## config.mk

```make
export PLATFORM = sky130hd
export DESIGN_NAME = rob_occupancy_tracker
export DESIGN_NICKNAME = d
export VERILOG_FILES = /design/src/rtl/rob_occupancy_tracker.sv
export SDC_FILE = /design/constraint.sdc
export NUM_CORES = 1
export LEC_CHECK = 0
export CELL_PAD_IN_SITES_DETAIL_PLACEMENT = 0
export CELL_PAD_IN_SITES_GLOBAL_PLACEMENT = 1
export CORE_UTILIZATION = 38
export CTS_CLUSTER_SIZE = 28
export DETAILED_ROUTE_END_ITERATION = 7
export GPL_TIMING_DRIVEN = 0
export PLACE_DENSITY = 0.92
export SYNTH_ARGS = -nofsm -noshare
export SYNTH_HDL_FRONTEND = slang
export SYNTH_SLANG_ARGS = --single-unit
export TNS_END_PERCENT = 100
```

## constraint.sdc

```tcl
create_clock -name clk -period 4.7 [get_ports clk]
set_input_delay 0.47 -clock clk [delete_from_list [all_inputs] [get_ports clk]]
set_output_delay 0.47 -clock clk [all_outputs]
set_load 0.05 [all_outputs]
```

## src/rtl/rob_occupancy_tracker.sv

```systemverilog
// rob_occupancy_tracker: reorder-buffer head/tail/count tracking with per-entry valid bits and flush rollback.
module rob_occupancy_tracker #(
    parameter int ROB_SIZE    = 16,
    parameter int FULL_MARGIN = 0,
    parameter int PTR_W       = $clog2(ROB_SIZE)
) (
    input  logic                clk,
    input  logic                reset,
    input  logic                alloc_req,
    output logic                alloc_ack,
    output logic [PTR_W-1:0]    alloc_tag,
    input  logic                retire_req,
    input  logic                retire_stall,
    output logic                retire_ack,
    input  logic                flush_valid,
    input  logic [PTR_W-1:0]    flush_tag,
    output logic                flush_err,
    output logic [31:0]         rob_head,
    output logic [PTR_W-1:0]    rob_tail,
    output logic [PTR_W:0]      rob_count,
    output logic                rob_full,
    output logic                rob_empty,
    output logic [ROB_SIZE-1:0] rob_valid
);
    typedef logic [PTR_W-1:0] ptr_t;
    ptr_t                head_q, head_d, tail_q, tail_d, surv_off;
    logic [PTR_W:0]      count_q, count_d;
    logic [ROB_SIZE-1:0] valid_q, valid_d;
    logic                err_q, err_d, flush_ok;
    assign alloc_ack  = reset & alloc_req & (count_q < (PTR_W+1)'(ROB_SIZE)) & ~flush_valid;
    assign retire_ack = reset & retire_req & ~retire_stall & (count_q != '0);
    assign alloc_tag  = tail_q;
    assign head_d     = head_q + ptr_t'(retire_ack);
    // A flush may not name the entry that retires in the same cycle
    assign flush_ok   = valid_q[flush_tag] & ~(retire_ack & (flush_tag == head_q));
    assign surv_off   = flush_tag - head_d;
    always_comb begin
        valid_d = valid_q;
        tail_d  = tail_q;
        count_d = count_q;
        err_d   = 1'b0;
        if (retire_ack) valid_d[head_q] = 1'b0;
        if (flush_valid && flush_ok) begin
            tail_d  = flush_tag + ptr_t'(1);
            count_d = {1'b0, surv_off} + (PTR_W+1)'(1);
            for (int i = 0; i < ROB_SIZE; i++)
                if (ptr_t'(i) - head_d > surv_off) valid_d[i] = 1'b0;
        end else if (flush_valid) begin
            err_d   = 1'b1;
            count_d = count_q - (PTR_W+1)'(retire_ack);
        end else begin
            if (alloc_ack) begin
                valid_d[tail_q] = 1'b1;
                tail_d          = tail_q + ptr_t'(1);
            end
            count_d = count_q + (PTR_W+1)'(alloc_ack) - (PTR_W+1)'(retire_ack);
        end
    end
    always_ff @(posedge clk or negedge reset) begin
        if (!reset) begin
            head_q  <= '0;
            tail_q  <= '0;
            count_q <= '0;
            valid_q <= '0;
            err_q   <= 1'b0;
        end else begin
            head_q  <= head_d;
            tail_q  <= tail_d;
            count_q <= count_d;
            valid_q <= valid_d;
            err_q   <= err_d;
        end
    end
    assign flush_err = err_q;
    assign rob_head  = 32'(head_q);
    assign rob_tail  = tail_q;
    assign rob_count = count_q;
    assign rob_full  = int'(count_q) + FULL_MARGIN >= ROB_SIZE;
    assign rob_empty = count_q == '0;
    assign rob_valid = valid_q;
    a_popcount: assert property (@(posedge clk) disable iff (!reset) $countones(valid_q) == int'(count_q));
endmodule

```

==> results.toml <==
[sta]
max_slew.worst_pin.slew_ps = 690
skew_ps = 7.46
relSlewSlack_pct = 54.0
timing.final.crit_period_ps = 4420
whs_ps = 111
rsz0062_at_grt = "false"
fmax_ghz = 0.226
finalCritPeriodShare_pct = 94.1
setup_viol = 0
hold_viol = 0
drv_slew = 0
setup_tns_ps = 0

[yosys]
synth-edff-count = 0
syn_inst = 372
syn_avg_cell_area_um2 = 8.66
synth_ff_type = "dfrtp_1"
yosysSeqAreaShare_pct = 23.3
syn_area_mm2 = 0.00322
synth.distinct_cells = 54
synth_warnings = 0
ys_seq_elements = 30
async_reset_ff_share_pct = 100

[worst_setup_path]
crit_slowest_cell = "nor3_4"
endpoint = "rob_valid[10]$_DFF_PN0_"
crit_family = "adder cells"
r2r.worst_path.cells = 15
cpPeakStageDelay_ps = 460
critPathMaxFanout = 10
cp-end-kind = "register"
cp.required_ps = 4890
cp-start-kind = "register"
crit_cells = 15
path_cells = "inv_1 -> ha_1 -> nor4b_4 -> nor3_4 -> ha_1 -> ha_2 -> fa_1 -> xnor2_1 -> xnor2_2 -> inv_2 -> ha_1 -> a21o_1 -> a21boi_0 -> maj3_1 -> a22oi_1"
path_buf_inv = 2
r2r_setup_slack_ps = 280
critPathKind = "register to register"
arrival_ps = 4620
cpMostUsedCell = "ha_1"
setup.worst_path.start = "rob_count[2]$_DFF_PN0_"
r2r_end = "rob_valid[10]$_DFF_PN0_"
r2r-start = "rob_count[2]$_DFF_PN0_"

[drt]
drt_iter0_drc = 244
num_vias = 2853
drc_errors = 0
post_drt_wl_per_cell_um = 15.0
drt_wl_total_mm = 8.39
ant_nets = 0
avgViaCountPerCell = 5.09
dr.pass1.iters = 4

[grt]
overflow = 0
grt_max_degree = 33
grt_usage_pct = 20.1
use_met3_pct = 2.35
antenna_found_initial = 0
grt_pass1_wl_mm = 13.6
grt_pass1_vias = 2807
use_met1_pct = 24.2
top_usage_layer = "met2"
use_met2_pct = 36.6

[cells_and_area]
fin_nets = 507
final_util_pct = 50.1
register_area_um2 = 753
synthToLayoutAreaGrowth_pct = 27.8
drive_gt1_share_pct = 17.1
diodes = 0
nFillCells = 788
multiInputGateArea_mm2 = 0.00217

[run_status]
status = "finished clean"

[clocking]
cts_root_buf = "clkbuf_8"
cts_buffer_depth = 2
tritoncts = "built"
h-tree-depth = 2
clk_pin_slew_ps = 70
insertion_delay_ps = 290
cts_sinks = 30
cts_made_buffers = 5

[floorplan]
io_pins = 76
fp.dieH_um = 94.1
initial_utilization_pct = 39.2
fp-row-count = 33
dieArea_mm2 = 0.00885
core_mm2 = 0.00822
die-width_um = 94.1

[job]
drv_cap = 0

[hold_path]
hold_class = "input port to async pin"

[place]
dp_hpwl_mm = 6.54
io_buffers = 45
gp_congestion = 0.905
## per-stage QoR
step / std cells / worst slack, ps / area, µm²
finish: 561 / 278 / 4120
detailed placement: 549 / -294 / 3950
floorplan: 399 / 39.0 / 3370
global placement: 549 / -1180 / 3950
CTS: 556 / 125 / 4060
global route: 561 / 35.4 / 4120
## what timing repair did
item                       in CTS  in global routing
resized for setup               1                  1
hold buffers                    0                  0
setup buffers                   0                  5
setup endpoints to repair       1                  7
cloned                          0                  0
pin swaps                       0                  1
## cells in the final DEF, fill, tap and decap left out, types with 6 or more instances in the layout
cell	instances
inv_1	36
o21ai_0	29
nor2_1	17
ha_1	37
nand3_1	8
nand2_1	20
clkbuf_8	6
buf_4	40
xnor2_1	17
a21o_1	10
xor2_1	11
a21oi_1	24
clkdlybuf4s50_1	44
clkbuf_1	6
dfrtp_1	28
conb_1	28
## flip-flops by register name (all words and copies together), names as in the netlist
register   count
alloc_tag      4
flush_err      1
head_q         4
rob_count      5
rob_valid     16
## metal layers
| layer | wire length [µm] | up-vias |
|---|---|---|
| met5 | 0 | - |
| met4 | 227 | 0 |
| met3 | 401 | 16 |
| met2 | 4340 | 98 |
| met1 | 3420 | 1342 |
| li1 | - | 1397 |
## area by class of cell
cell class	count	share of cell area (%)
timing repair buffer	50	12.1
multi-input combinational	286	52.7
buffer	45	7.56
clock buffer	6	2.00
clock inverter	1	0.729
sequential	30	18.3
tap	105	3.19
inverter	38	3.46
## Yosys cell counts, types with 3 or more instances
library cell | number | area share, %
ha_1 | 38 | 15
inv_1 | 37 | 4.3
buf_4 | 35 | 8.2
dfrtp_1 | 30 | 23
o21ai_0 | 29 | 4.5
a21oi_1 | 24 | 3.7
nand2_1 | 20 | 2.3
xnor2_1 | 18 | 4.9
nor2_1 | 17 | 2.0
xor2_1 | 12 | 3.3
a21o_1 | 10 | 2.3
nand3_1 | 8 | 1.2
clkbuf_1 | 6 | 0.70
a211oi_1 | 5 | 1.2
a311oi_1 | 5 | 1.4
and3_1 | 5 | 0.97
mux4_2 | 5 | 3.5
nand2b_1 | 5 | 0.97
nor2b_1 | 5 | 0.97
o22ai_1 | 5 | 0.97
a22oi_1 | 3 | 0.70
a31oi_1 | 3 | 0.58
buf_2 | 3 | 0.47
fa_1 | 3 | 1.9
maj3_1 | 3 | 0.93
or2_2 | 3 | 0.58
## worst register-to-register path, cell delays in order (launching register included)
cell and delay, ps:
dfrtp_2 400, inv_1 100, ha_1 230, nor4b_4 150, nor3_4 460, ha_1 310, ha_2 380, fa_1 470
xnor2_1 180, xnor2_2 290, inv_2 160, ha_1 350, a21o_1 170, a21boi_0 120, maj3_1 370, a22oi_1 210
## worst min path at each step
stage                               endpoint  cells after the start              startpoint  slack (ps)
finish                rob_count[2]$_DFF_PN0_                      1                   reset         110
global route          rob_count[2]$_DFF_PN0_                      1                   reset         150
CTS                   rob_count[4]$_DFF_PN0_                      1                   reset         140
detailed placement    rob_valid[4]$_DFF_PN0_                      2  rob_valid[4]$_DFF_PN0_         570
global placement      rob_valid[4]$_DFF_PN0_                      2  rob_valid[4]$_DFF_PN0_         560
floorplan           alloc_tag[0]$_DFFE_PN0P_                      0                   reset         170
## cells by family (layout without fill, tap and decap cells)
group / Yosys count / in the layout / synth area share (%)
fa+ha+maj: 44 / 44 / 17.5
compound gates: 96 / 96 / 18.8
simple gates: 78 / 78 / 12.5
flops: 30 / 30 / 23.3
xor+xnor: 32 / 32 / 9.16
other cells: 1 / 28 / 0.116
mux: 8 / 8 / 4.46
buf+inv: 83 / 140 / 14.1
Power is not shown: default switching activity piles up to over one toggle a cycle in this logic, so the estimate is an artifact.
